==> config.mk <==
export PLATFORM = sky130hd
export DESIGN_NAME = uart_rx_param
export DESIGN_NICKNAME = d
export VERILOG_FILES = /design/src/rtl/uart_pkg.sv /design/src/rtl/uart_rx_fifo.sv /design/src/rtl/uart_rx_param.sv
export SDC_FILE = /design/constraint.sdc
export NUM_CORES = 1
export LEC_CHECK = 0
export ABC_AREA = 1
export BUFFER_PORTS_ARGS = -buffer_cell sky130_fd_sc_hd__buf_4
export CORE_ASPECT_RATIO = 1.1
export CORE_UTILIZATION = 55
export DETAILED_ROUTE_END_ITERATION = 8
export GPL_ROUTABILITY_DRIVEN = 0
export PLACE_DENSITY = 0.73
export SYNTH_ARGS = -nofsm -noshare
export SYNTH_HDL_FRONTEND = slang
export SYNTH_SLANG_ARGS = --single-unit
==> constraint.sdc <==
create_clock -name CLK50MHZ -period 5.3 [get_ports CLK50MHZ]
set_input_delay 0.795 -clock CLK50MHZ [delete_from_list [all_inputs] [get_ports CLK50MHZ]]
set_output_delay 0.795 -clock CLK50MHZ [all_outputs]
set_load 0.02 [all_outputs]
==> src/rtl/uart_pkg.sv <==
// Shared definitions for the parametrised UART receiver: parity encoding,
// FSM states, flag-bit positions and the baud divisor helper.
package uart_pkg;

  localparam logic [1:0] PAR_NONE = 2'b00;
  localparam logic [1:0] PAR_EVEN = 2'b01;
  localparam logic [1:0] PAR_ODD  = 2'b10;

  localparam int FLAG_PAR  = 0;
  localparam int FLAG_FRM  = 1;
  localparam int FLAG_BRK  = 2;
  localparam int NUM_FLAGS = 3;

  localparam int GAP_BITS = 16;

  typedef enum logic [2:0] {
    ST_IDLE,
    ST_START,
    ST_DATA,
    ST_PARITY,
    ST_STOP1,
    ST_STOP2,
    ST_RESYNC
  } rx_state_e;

  function automatic int div_round(input int clk_freq, input int baud, input int oversample);
    int den;
    int q;
    den = baud * oversample;
    q   = (clk_freq + den / 2) / den;
    return (q < 1) ? 1 : q;
  endfunction

endpackage

==> src/rtl/uart_rx_fifo.sv <==
// First-word-fall-through buffer for received words; a push into a full
// buffer is dropped and reported with a one-cycle overrun pulse.
module uart_rx_fifo #(
  parameter int WIDTH = 11,
  parameter int DEPTH = 4
) (
  input  logic             clk,
  input  logic             rst_n,
  input  logic             push,
  input  logic [WIDTH-1:0] push_data,
  input  logic             pop,
  output logic [WIDTH-1:0] rd_data,
  output logic             valid,
  output logic             overrun
);

  localparam int AW = $clog2(DEPTH);

  logic [WIDTH-1:0] mem_q [DEPTH];
  logic [AW:0]      wr_ptr_q;
  logic [AW:0]      rd_ptr_q;
  logic             overrun_q;
  logic             empty;
  logic             full;
  logic             do_push;
  logic             do_pop;

  assign empty   = (wr_ptr_q == rd_ptr_q);
  assign full    = (wr_ptr_q[AW] != rd_ptr_q[AW]) &&
                   (wr_ptr_q[AW-1:0] == rd_ptr_q[AW-1:0]);
  assign do_pop  = pop && !empty;
  // A pop in the same cycle frees the slot the push is about to use.
  assign do_push = push && (!full || do_pop);

  always_ff @(posedge clk or negedge rst_n) begin
    if (!rst_n) begin
      wr_ptr_q  <= '0;
      rd_ptr_q  <= '0;
      overrun_q <= 1'b0;
    end else begin
      if (do_push) wr_ptr_q <= wr_ptr_q + 1'b1;
      if (do_pop)  rd_ptr_q <= rd_ptr_q + 1'b1;
      overrun_q <= push && !do_push;
    end
  end

  always_ff @(posedge clk) begin
    if (do_push) mem_q[wr_ptr_q[AW-1:0]] <= push_data;
  end

  assign rd_data = empty ? '0 : mem_q[rd_ptr_q[AW-1:0]];
  assign valid   = !empty;
  assign overrun = overrun_q;

endmodule

==> src/rtl/uart_rx_param.sv <==
// Oversampling UART receiver with majority voting, optional parity, one or
// two stop bits, break detection, line-idle tracking and an output FIFO.
//   state     | meaning
//   IDLE      | waiting for a low sample; counts idle bit times
//   START     | voting the start bit; a high vote is a glitch
//   DATA      | shifting data bits, LSB first
//   PARITY    | accumulating the parity bit
//   STOP1/2   | checking stop bits; the last one pushes the word
//   RESYNC    | after a framing error, wait for one high bit time
module uart_rx_param
  import uart_pkg::*;
#(
  parameter int CLK_FREQ   = 50000000,
  parameter int BAUD       = 115200,
  parameter int DATA_BITS  = 8,
  parameter int OVERSAMPLE = 16,
  parameter int FIFO_DEPTH = 4
) (
  input  logic                 CLK50MHZ,
  input  logic                 RST_N,
  input  logic                 RxD,
  input  logic [1:0]           parity_mode,
  input  logic                 two_stop,
  output logic [DATA_BITS-1:0] rx_data,
  output logic                 rx_valid,
  input  logic                 rx_ready,
  output logic [2:0]           rx_flags,
  output logic                 rx_overrun,
  output logic                 rx_idle,
  output logic                 rx_endofpacket
);

  localparam int DIV = div_round(CLK_FREQ, BAUD, OVERSAMPLE);
  localparam int DW  = (DIV > 1) ? $clog2(DIV) : 1;
  localparam int SW  = $clog2(OVERSAMPLE);
  localparam int WW  = DATA_BITS + NUM_FLAGS;

  localparam logic [SW-1:0] S_VA   = SW'(OVERSAMPLE / 2 - 1);
  localparam logic [SW-1:0] S_VB   = SW'(OVERSAMPLE / 2);
  localparam logic [SW-1:0] S_DEC  = SW'(OVERSAMPLE / 2 + 1);
  localparam logic [SW-1:0] S_LAST = SW'(OVERSAMPLE - 1);
  localparam logic [4:0]    GAP_MAX = 5'(GAP_BITS);

  logic [DW-1:0] div_q;
  logic          tick;

  always_ff @(posedge CLK50MHZ or negedge RST_N) begin
    if (!RST_N)          div_q <= '0;
    else if (div_q == '0) div_q <= DW'(DIV - 1);
    else                 div_q <= div_q - 1'b1;
  end
  assign tick = (div_q == '0);

  logic rxd_meta_q, rxd_s_q;

  always_ff @(posedge CLK50MHZ or negedge RST_N) begin
    if (!RST_N) begin
      rxd_meta_q <= 1'b1;
      rxd_s_q    <= 1'b1;
    end else begin
      rxd_meta_q <= RxD;
      rxd_s_q    <= rxd_meta_q;
    end
  end

  rx_state_e            state_q, state_d;
  logic [SW-1:0]        s_cnt_q, s_cnt_d;
  logic                 v0_q, v0_d, v1_q, v1_d;
  logic [3:0]           bit_idx_q, bit_idx_d;
  logic [DATA_BITS-1:0] shreg_q, shreg_d;
  logic                 par_q, par_d;
  logic                 zero_q, zero_d;
  logic                 ferr_q, ferr_d;
  logic [1:0]           mode_q, mode_d;
  logic                 two_q, two_d;
  logic [4:0]           gap_q, gap_d;
  logic                 seen_q, seen_d;
  logic                 eop_q, eop_d;

  logic          vote, par_en, last, push;
  logic          fin_ferr, fin_brk, fin_perr;
  logic [2:0]    fin_flags;
  logic [WW-1:0] push_word;
  logic [WW-1:0] head_word;

  assign vote   = (v0_q & v1_q) | (v0_q & rxd_s_q) | (v1_q & rxd_s_q);
  assign par_en = (mode_q == PAR_EVEN) || (mode_q == PAR_ODD);
  assign last   = (s_cnt_q == S_LAST);

  always_ff @(posedge CLK50MHZ or negedge RST_N) begin
    if (!RST_N) begin
      state_q   <= ST_IDLE;
      s_cnt_q   <= '0;
      v0_q      <= 1'b1;
      v1_q      <= 1'b1;
      bit_idx_q <= '0;
      shreg_q   <= '0;
      par_q     <= 1'b0;
      zero_q    <= 1'b0;
      ferr_q    <= 1'b0;
      mode_q    <= PAR_NONE;
      two_q     <= 1'b0;
      gap_q     <= GAP_MAX;
      seen_q    <= 1'b0;
      eop_q     <= 1'b0;
    end else begin
      state_q   <= state_d;
      s_cnt_q   <= s_cnt_d;
      v0_q      <= v0_d;
      v1_q      <= v1_d;
      bit_idx_q <= bit_idx_d;
      shreg_q   <= shreg_d;
      par_q     <= par_d;
      zero_q    <= zero_d;
      ferr_q    <= ferr_d;
      mode_q    <= mode_d;
      two_q     <= two_d;
      gap_q     <= gap_d;
      seen_q    <= seen_d;
      eop_q     <= eop_d;
    end
  end

  always_comb begin
    state_d   = state_q;
    s_cnt_d   = s_cnt_q;
    v0_d      = v0_q;
    v1_d      = v1_q;
    bit_idx_d = bit_idx_q;
    shreg_d   = shreg_q;
    par_d     = par_q;
    zero_d    = zero_q;
    ferr_d    = ferr_q;
    mode_d    = mode_q;
    two_d     = two_q;
    gap_d     = gap_q;
    seen_d    = seen_q;
    eop_d     = 1'b0;
    push      = 1'b0;

    fin_ferr  = (state_q == ST_STOP2) ? (ferr_q | ~vote) : ~vote;
    fin_brk   = (state_q == ST_STOP2) ? zero_q : (zero_q & ~vote);
    fin_perr  = par_en & (par_q ^ (mode_q == PAR_ODD));
    fin_flags = '0;
    fin_flags[FLAG_BRK] = fin_brk;
    fin_flags[FLAG_FRM] = fin_ferr;
    fin_flags[FLAG_PAR] = fin_perr;
    push_word = {shreg_q, fin_flags};

    if (tick) begin
      s_cnt_d = last ? '0 : s_cnt_q + 1'b1;
      if (s_cnt_q == S_VA) v0_d = rxd_s_q;
      if (s_cnt_q == S_VB) v1_d = rxd_s_q;

      case (state_q)
        ST_IDLE: begin
          if (!rxd_s_q) begin
            // The detecting tick is sample 0 of the start bit.
            state_d   = ST_START;
            s_cnt_d   = SW'(1);
            mode_d    = parity_mode;
            two_d     = two_stop;
            gap_d     = '0;
            bit_idx_d = '0;
            par_d     = 1'b0;
            zero_d    = 1'b1;
            ferr_d    = 1'b0;
          end else if (last && gap_q != GAP_MAX) begin
            gap_d = gap_q + 1'b1;
            if (gap_q == GAP_MAX - 1'b1 && seen_q) begin
              eop_d  = 1'b1;
              seen_d = 1'b0;
            end
          end
        end
        ST_START: begin
          if (s_cnt_q == S_DEC && vote) begin
            state_d = ST_IDLE;
            s_cnt_d = '0;
          end else if (last) begin
            state_d = ST_DATA;
          end
        end
        ST_DATA: begin
          if (s_cnt_q == S_DEC) begin
            shreg_d = {vote, shreg_q[DATA_BITS-1:1]};
            par_d   = par_q ^ vote;
            zero_d  = zero_q & ~vote;
          end else if (last) begin
            if (bit_idx_q == 4'(DATA_BITS - 1)) begin
              bit_idx_d = '0;
              state_d   = par_en ? ST_PARITY : ST_STOP1;
            end else begin
              bit_idx_d = bit_idx_q + 1'b1;
            end
          end
        end
        ST_PARITY: begin
          if (s_cnt_q == S_DEC) begin
            par_d  = par_q ^ vote;
            zero_d = zero_q & ~vote;
          end else if (last) begin
            state_d = ST_STOP1;
          end
        end
        ST_STOP1, ST_STOP2: begin
          if (s_cnt_q == S_DEC) begin
            ferr_d = fin_ferr;
            zero_d = fin_brk;
            if (state_q == ST_STOP2 || !two_q) begin
              push    = 1'b1;
              seen_d  = 1'b1;
              s_cnt_d = '0;
              state_d = fin_ferr ? ST_RESYNC : ST_IDLE;
            end
          end else if (last) begin
            state_d = ST_STOP2;
          end
        end
        ST_RESYNC: begin
          if (!rxd_s_q)  s_cnt_d = '0;
          else if (last) state_d = ST_IDLE;
        end
        default: begin
          state_d = ST_IDLE;
          s_cnt_d = '0;
        end
      endcase
    end
  end

  uart_rx_fifo #(
    .WIDTH (WW),
    .DEPTH (FIFO_DEPTH)
  ) u_fifo (
    .clk       (CLK50MHZ),
    .rst_n     (RST_N),
    .push      (push),
    .push_data (push_word),
    .pop       (rx_ready),
    .rd_data   (head_word),
    .valid     (rx_valid),
    .overrun   (rx_overrun)
  );

  assign rx_data        = head_word[WW-1:NUM_FLAGS];
  assign rx_flags       = head_word[NUM_FLAGS-1:0];
  assign rx_idle        = (gap_q == GAP_MAX);
  assign rx_endofpacket = eop_q;

endmodule

==> results of run 1 <==
## through the flow
step	total power [W]	instances	setup WS, ns	hold slack, ns	util (%)
after floorplan	0.00110	488	3.06	0.345	-
after global routing	0.00181	621	1.29	0.373	63.0
after detailed placement	0.00126	605	2.05	0.351	60.5
after CTS	0.00171	621	1.64	0.365	63.0
after global placement	0.00124	605	2.24	0.348	60.5
final	0.00170	621	1.61	0.362	63.0
## logic make-up (layout without fill, tap and decap cells)
kind of cell             Yosys count  count (layout)  synth area share [%]
AND/OR/NAND/NOR                  217             217                  22.0
flip-flops                        92              92                  54.9
AO/OA/AOI/OAI                     77              77                  9.01
buffers and inverters             69              94                  5.97
adder cells (fa/ha/maj)           17              17                  4.61
multiplexers                       9               9                  2.20
XOR/XNOR                           7               7                  1.33
## placed cells by master (no fill, tap or decap), types with 3 or more instances in the layout
master / netlist / routed
a21oi_1: 15 / 15
buf_4: 2 / 21
clkbuf_8: 0 / 9
dfrtp_1: 43 / 43
dfstp_2: 5 / 5
edfxtp_1: 44 / 44
ha_1: 17 / 17
inv_1: 54 / 54
inv_2: 3 / 3
mux2_2: 9 / 9
nand2_1: 93 / 93
nand2_2: 8 / 8
nand3_1: 29 / 29
nand4_1: 5 / 5
nor2_1: 56 / 56
nor2_4: 5 / 5
nor3_1: 5 / 5
o21ai_0: 42 / 42
o22ai_1: 12 / 12
or2_2: 3 / 3
xnor2_1: 5 / 5
## final cells by class
type,count,area [sq um]
multi-input cells,327,1810
fillers,706,2960
well taps,108,135
clock inverters,7,72.6
clock buffers,9,124
repair buffers,21,158
flip-flops and latches,92,2530
inverters,57,214
## metal layers
metal | vias up | GRT usage (%) | routed length, microns
li1 | 1661 | - | -
met5 | - | 0 | 0
met2 | 93 | 38.4 | 4410
met3 | 14 | 4.90 | 438
met1 | 1568 | 29.6 | 3860
met4 | 0 | 7.94 | 142
## state kept, by name, summed over array words and instances, names as in the netlist
register         cells
mode_q               2
rx_endofpacket       1
u_fifo.wr_ptr_q      3
gap_q                5
zero_q               1
bit_idx_q            4
shreg_q              8
seen_q               1
u_fifo.overrun       1
ferr_q               1
div_q                5
v1_q                 1
two_q                1
u_fifo.mem_q        44
v0_q                 1
state_q              3
s_cnt_q              4
rxd_s_q              1
par_q                1
u_fifo.rd_ptr_q      3
rxd_meta_q           1
## final timing paths
kind                                     from                 end  depth (start not counted)
max                        u_fifo.rd_ptr_q[0]          rx_data[6]                          8
min                                rxd_meta_q             rxd_s_q                          0
max reg2reg                u_fifo.rd_ptr_q[0]  u_fifo.mem_q[1][8]                          7
min reg2reg                        rxd_meta_q             rxd_s_q                          0
max in group asynchronous               RST_N            gap_q[1]                          1
min in group asynchronous               RST_N  u_fifo.rd_ptr_q[0]                          1
## where the power goes
part           switching [W]  internal [W]  total, W
Sequential         0.0000453      0.000757  0.000802
Clock               0.000274      0.000185  0.000459
Combinational       0.000265      0.000173  0.000437
Total               0.000584       0.00111   0.00170
## worst max-delay path, cell delays in order, from the launching register on
cell and delay [ns]:
dfrtp_1 0.83, inv_1 0.53, nand2_1 0.19, nand2_1 0.06
a21oi_1 0.17, nand2_1 0.35, nand2_1 0.19, inv_1 0.05
buf_4 0.15
==> impl_metrics.env, run 1 <==
export IMPL_max_freq_mhz=271
export IMPL_ff2ff_setup_slack_ns=2.15
export IMPL_status="completed"
export IMPL_synth_area_sq_um=4610
export IMPL_antenna_found_initial=0
export IMPL_antenna_cells=0
export IMPL_slew_viol_final=0
export IMPL_syn_to_final_growth_pct=9.28
export IMPL_end_kind="primary output"
export IMPL_drive_above_1_share_pct=15.4
export IMPL_port_buffers=21
export IMPL_hold_buffers=0
export IMPL_via_count=3336
export IMPL_ys_seq_elements=92
export IMPL_cp_max_fo=25
export IMPL_ir_worst_vdd_uv=156
export IMPL_postRouteAntennaNets=0
export IMPL_htreeDepth=3
export IMPL_yosys_top_cells_area="edfxtp_1 29%, dfrtp_1 23%, nand2_1 7.6%"
export IMPL_crit_required_ns=4.51
export IMPL_clock_sinks=92
export IMPL_yosysWarnings=0
export IMPL_grt_pass1_vias=3299
export IMPL_syn_nets=512
export IMPL_post_route_period_util_pct=69.6
export IMPL_start_util_pct=57.6
export IMPL_globalRoute_totalOverflow=0
export IMPL_grt_pass1_wl_microns=15200
export IMPL_drc=0
export IMPL_rows=34
export IMPL_setup_tns_ns=0
export IMPL_first_pass_iters=4
export IMPL_synthArstFlopShare_pct=52.2
export IMPL_synthFlopType="edfxtp_1"
export IMPL_syn_avg_cell_area_sq_um=9.45
export IMPL_synth_top_cell_by_area="edfxtp_1"
export IMPL_hp_class="reg2reg"
export IMPL_dpl_cell_area_sq_um=4840
export IMPL_final_area_sq_um=5040
export IMPL_cts_tree="built"
export IMPL_nNetsFinal=532
export IMPL_syn_instance_count=488
export IMPL_clock_root_buffer="clkbuf_8"
export IMPL_finClkSkew_ns=0.00990
export IMPL_ctsResizeCount=0
export IMPL_cts_setup_buffers=0
export IMPL_cts_made_buffers=9
export IMPL_pin_count=22
export IMPL_via_per_inst=5.37
export IMPL_crit_path_start_kind="flop"
export IMPL_synth_edf_count=44
export IMPL_max_slew_margin_pct=26.5
export IMPL_min_period_ns=3.69
export IMPL_p_per_area_nw_per_um2=337
export IMPL_grt_max_degree=49
export IMPL_drt_iter0_markers=297
export IMPL_yosysMostFrequentCell="nand2_1"
export IMPL_ys_top_cells_by_count="93 x nand2_1, 56 x nor2_1, 54 x inv_1, 44 x edfxtp_1, 43 x dfrtp_1"
export IMPL_cts_buffer_depth=2
export IMPL_avgRoutedWirePerCell_microns=14.3
export IMPL_core_area_sq_um=8000
export IMPL_rsz0062_at_grt="no"
export IMPL_dieHeight_microns=98.0
export IMPL_worstMarginPinSlew_ns=1.10
export IMPL_arrival_ns=2.89
export IMPL_finalWirelength_microns=8860
export IMPL_clk_pin_slew_worst_paths_ns=0.10
export IMPL_drv_cap=0
export IMPL_dieArea_sq_um=8750
export IMPL_worstSkewPairLatency_ns=0.37
export IMPL_setup_viol_count_final=0
export IMPL_timing_setup_critical_path_class="reg2out"
export IMPL_synth_yosys_seq_area_share_pct=54.9
export IMPL_grt_total_usage_pct=23.0
export IMPL_ys_types=41
export IMPL_dpl_hpwl_microns=6100
export IMPL_die_w_microns=89.3
export IMPL_p_leak_nw=2.29
export IMPL_synth_top_area_share_pct=28.7
export IMPL_hold_viol=0
Power figures use the tool's default switching activity.
==> run 2: changes to the inputs <==
Settings changed: PLACE_DENSITY 0.73 to 0.75.
Clock period 5.3 ns to 2.96 ns, I/O delays scaled along.
==> impl_metrics.env, run 2 (synthesis gave the netlist of run 1 again) <==
export IMPL_drt_iter0_markers=256
export IMPL_htreeDepth=3
export IMPL_critPathMaxStageDelay_ns=0.53
export IMPL_dieArea_sq_um=8750
export IMPL_ir_worst_vdd_uv=280
export IMPL_p_comb_share_pct=27.5
export IMPL_finalWirelength_microns=8910
export IMPL_timing_setup_critical_path_class="reg2out"
export IMPL_slew_viol_final=0
export IMPL_route_met3_wl_microns=389
export IMPL_grt_pass1_wl_microns=15100
export IMPL_drv_cap=0
export IMPL_via_count=3369
export IMPL_wl_met2_microns=4470
export IMPL_rsz0062_at_grt="no"
export IMPL_ctsResizeCount=0
export IMPL_dpl_hpwl_microns=6140
export IMPL_status="completed"
export IMPL_via_per_inst=5.36
export IMPL_globalRoute_totalOverflow=0
export IMPL_grt_pass1_vias=3284
export IMPL_setup_viol_count_final=0
export IMPL_drt_met1_wl_microns=3860
export IMPL_final_common_cell="nand2_1"
export IMPL_rows=34
export IMPL_highest_signal_layer="met4"
export IMPL_port_buffers=21
export IMPL_p_leak_nw=2.33
export IMPL_cts_buffer_depth=2
export IMPL_syn_to_final_growth_pct=10.5
export IMPL_hold_buffers=0
export IMPL_fin_hold_ws_ns=0.0712
export IMPL_setup_tns_ns=0
export IMPL_crit_required_ns=2.52
export IMPL_end_kind="primary output"
export IMPL_power_frac_clock_pct=27.0
export IMPL_cts_setup_buffers=0
export IMPL_crit_top_cell="nand2_1"
export IMPL_antenna_cells=0
export IMPL_ff2ff_setup_slack_ns=0.84
export IMPL_crit_buf_inv=3
export IMPL_drc=0
export IMPL_p_per_area_nw_per_um2=603
export IMPL_nNetsFinal=539
export IMPL_avgRoutedWirePerCell_microns=14.2
export IMPL_drive_above_1_share_pct=16.5
export IMPL_post_route_period_util_pct=89.9
export IMPL_slowest_stage="dfrtp_1"
export IMPL_final_cell_mix="93 x nand2_1, 56 x nor2_1, 54 x inv_1"
export IMPL_cts_made_buffers=9
export IMPL_cp_max_fo=14
export IMPL_antenna_found_initial=0
export IMPL_hp_class="in2async"
export IMPL_worstPathCellList="inv_1, nand2_1, a21oi_1, nand2_1, nand2_1, inv_1, buf_4"
export IMPL_power_internal_w=0.00201
export IMPL_post_route_util_pct=63.7
export IMPL_p_seq_share_pct=45.5
export IMPL_worstMarginPinSlew_ns=0.625
export IMPL_grt_max_degree=49
export IMPL_crit_family="simple AND/OR/NAND/NOR gates"
export IMPL_cts_tree="built"
export IMPL_arrival_ns=2.22
export IMPL_p_sw_share_pct=34.4
export IMPL_clk_pin_slew_worst_paths_ns=0.11
export IMPL_postRouteAntennaNets=0
export IMPL_clock_root_buffer="clkbuf_8"
export IMPL_start_util_pct=57.6
export IMPL_max_slew_margin_pct=58.3
export IMPL_dieHeight_microns=98.0
export IMPL_clock_sinks=92
export IMPL_core_area_sq_um=8000
export IMPL_largest_reg_flops=44
export IMPL_die_w_microns=89.3
export IMPL_max_freq_mhz=376
export IMPL_pin_count=22
export IMPL_finClkSkew_ns=0.0194
export IMPL_min_period_ns=2.66
export IMPL_first_pass_iters=5
export IMPL_hold_viol=0
export IMPL_crit_path_start_kind="flop"
export IMPL_grt_total_usage_pct=22.9
export IMPL_p_sw_w=0.00105
export IMPL_worstSkewPairLatency_ns=0.38
[run 2: changes by cell type in the layout (fill, tap and decap cells not counted), sizes merged]
cell,before,now
clkinv,2,3
clkinvlp,1,0
buf,21,28
[run 2: worst paths after layout]
check,start,to,cells past startpoint
worst max register to register,u_fifo.rd_ptr_q[1],u_fifo.mem_q[2][0],7
worst min-delay path,RST_N,shreg_q[2],1
worst min register to register,rxd_meta_q,rxd_s_q,0
worst max-delay path,u_fifo.rd_ptr_q[1],rx_data[2],7
max in group asynchronous,RST_N,u_fifo.rd_ptr_q[1],1
min in group CLK50MHZ,RxD,rxd_meta_q,1
[run 2: layout make-up]
type                       instances  area, sq um
tap                              108          135
inverter                          57          214
multi-input combinational        327         1810
clock inverter                     7         73.8
sequential                        92         2530
timing repair buffer              28          210
clock buffer                       9          124
fill                             652         2910
[run 2: layer usage]
layer	vias to the layer above	GRT usage, %
met4	0	9.65
met3	21	4.23
met2	100	38.7
met5	-	0
met1	1566	28.6
li1	1682	-
[run 2: per-stage QoR]
step                      cell area (sq um)  worst slack [ns]  std cells  power, W
after CTS                              5090             0.277        628   0.00310
after global placement                 4890             0.801        612   0.00225
final                                  5090             0.299        628   0.00307
after global routing                   5090            0.0128        628   0.00327
after floorplan                        4610             0.788        488   0.00197
after detailed placement               4890             0.683        612   0.00227
[run 2: power groups by stage]
stage,registers [W],logic (W),clock network (W)
after detailed placement,0.00142,0.000846,0
final,0.00140,0.000844,0.000829
after CTS,0.00140,0.000848,0.000851
after global placement,0.00142,0.000829,0
after floorplan,0.00141,0.000569,0
after global routing,0.00140,0.000955,0.000912
==> run 3: changes to the inputs <==
Settings changed: CORE_MARGIN set to 2, PLACE_DENSITY 0.75 to 0.73.
Clock period 2.96 ns to 2.8 ns, I/O delays scaled along.
==> impl_metrics.env, run 3 (synthesis gave the netlist of run 1 again) <==
export IMPL_status="completed"
export IMPL_nNetsFinal=540
export IMPL_final_common_cell="nand2_1"
export IMPL_p_leak_nw=2.34
export IMPL_dpl_hpwl_microns=6270
export IMPL_grt_pass1_wl_microns=15600
export IMPL_cts_buffer_depth=2
export IMPL_globalRoute_totalOverflow=0
export IMPL_crit_top_cell="nand2_1"
export IMPL_post_place_cells=616
export IMPL_end_kind="primary output"
export IMPL_final_cell_mix="92 x nand2_1, 56 x nor2_1, 54 x inv_1"
export IMPL_start_util_pct=55.7
export IMPL_cts_tree="built"
export IMPL_max_freq_mhz=395
export IMPL_fin_cells=632
export IMPL_drv_cap=0
export IMPL_crit_required_ns=2.38
export IMPL_final_area_sq_um=5110
export IMPL_pin_count=22
export IMPL_htreeDepth=3
export IMPL_grt_pass1_vias=3432
export IMPL_first_pass_iters=5
export IMPL_rows=35
export IMPL_cts_made_buffers=9
export IMPL_setup_tns_ns=0
export IMPL_crit_buf_inv=4
export IMPL_antenna_found_initial=0
export IMPL_drt_iter0_markers=292
export IMPL_grt_total_usage_pct=21.7
export IMPL_clock_root_buffer="clkbuf_8"
export IMPL_postRouteAntennaNets=0
export IMPL_fin_hold_ws_ns=0.0587
export IMPL_crit_family="flip-flops"
export IMPL_crit_path_start_kind="flop"
export IMPL_hold_viol=0
export IMPL_port_buffers=21
export IMPL_clock_sinks=92
export IMPL_syn_to_final_growth_pct=10.9
export IMPL_cp_max_fo=24
export IMPL_slew_viol_final=0
export IMPL_cts_setup_buffers=0
export IMPL_timing_setup_critical_path_class="reg2out"
export IMPL_avgRoutedWirePerCell_microns=14.7
export IMPL_setup_viol_count_final=0
export IMPL_worstSkewPairLatency_ns=0.37
export IMPL_hp_class="in2async"
export IMPL_post_route_period_util_pct=90.3
export IMPL_worstMarginPinSlew_ns=0.644
export IMPL_finalPower_w=0.00332
export IMPL_max_slew_margin_pct=57.1
export IMPL_via_per_inst=5.42
export IMPL_worstPathCellList="inv_1, buf_4, nand2_1, nand2_1, a21oi_1, nand2_2, nand2_1, inv_1, buf_4"
export IMPL_arrival_ns=2.11
export IMPL_min_period_ns=2.53
export IMPL_rsz0062_at_grt="no"
export IMPL_core_area_sq_um=8280
export IMPL_antenna_cells=0
export IMPL_die_w_microns=91.3
export IMPL_finalWirelength_microns=9290
export IMPL_finClkSkew_ns=0.00896
export IMPL_dieArea_sq_um=9130
export IMPL_ir_worst_vdd_uv=243
export IMPL_drc=0
export IMPL_grt_max_degree=49
export IMPL_via_count=3426
export IMPL_dpl_cell_area_sq_um=4900
export IMPL_slowest_stage="dfrtp_1"
export IMPL_critPathMaxStageDelay_ns=0.55
export IMPL_hold_buffers=0
export IMPL_drive_above_1_share_pct=16.9
export IMPL_p_per_area_nw_per_um2=649
export IMPL_dieHeight_microns=100
export IMPL_clk_pin_slew_worst_paths_ns=0.10
export IMPL_largest_reg_flops=44
-- run 3: changes by cell type in the layout (fill, tap and decap cells not counted), sizes merged --
cell      before  now
buf           28   29
bufinv         0    1
clkinv         3    2
clkinvlp       0    1
inv           61   60
-- run 3: per-layer routing --
| metal | GRT usage (%) | vias to the layer above | wire length (microns) | part of all wire [%] |
|---|---|---|---|---|
| li1 | - | 1680 | - | - |
| met1 | 26.2 | 1633 | 4000 | 43 |
| met2 | 37.8 | 91 | 4650 | 50 |
| met3 | 3.38 | 22 | 412 | 4.4 |
| met4 | 11.2 | 0 | 221 | 2.4 |
| met5 | 0 | - | 0 | 0 |
-- run 3: worst paths after layout --
path / startpoint / end / slack (ns) / cells after the start
setup / recovery: u_fifo.rd_ptr_q[0] / rx_flags[1] / 0.27 / 9
hold / removal: RST_N / shreg_q[1] / 0.06 / 1
setup reg to reg: state_q[2] / u_fifo.mem_q[3][2] / 0.69 / 4
hold reg to reg: rxd_meta_q / rxd_s_q / 0.36 / 0
max in group asynchronous: RST_N / u_fifo.wr_ptr_q[1] / 2.30 / 1
min in group CLK50MHZ: RxD / rxd_meta_q / 0.16 / 1
-- run 3: final cells by class --
type,count,area [sq um]
multi-input combinational,327,1810
timing repair buffer,29,218
clock inverter,7,80.1
inverter,57,214
fill,671,3170
sequential,92,2530
tap,111,139
clock buffer,9,124
-- run 3: what timing repair did --
| action | in CTS | in global routing |
|---|---|---|
| setup endpoints to repair | 0 | 10 |
| hold endpoints to repair | 0 | 0 |
| gates resized for setup | 0 | 1 |
-- run 3: worst register-to-register path, delay by kind of cell, from the launching register on --
kind	cells	cell delay, ns
buf+inv	1	0.23
fa+ha+maj	1	0.51
simple gates	2	0.41
flops	1	0.65
-- run 3: stage by stage --
step           setup slack [ns]  utilization (%)
2_1_floorplan             0.628                -
3_3_place_gp              0.707             59.3
3_5_place_dp              0.568             59.3
4_1_cts                   0.162             61.7
5_1_grt                  0.0776             61.8
6_report                  0.271             61.8
-- run 3: where the power goes --
group | internal [W] | switching, W | leakage [nW]
registers | 0.00143 | 0.0000569 | 1.09
clock network | 0.000425 | 0.000508 | 0.102
logic | 0.000356 | 0.000537 | 1.14
total | 0.00221 | 0.00110 | 2.34
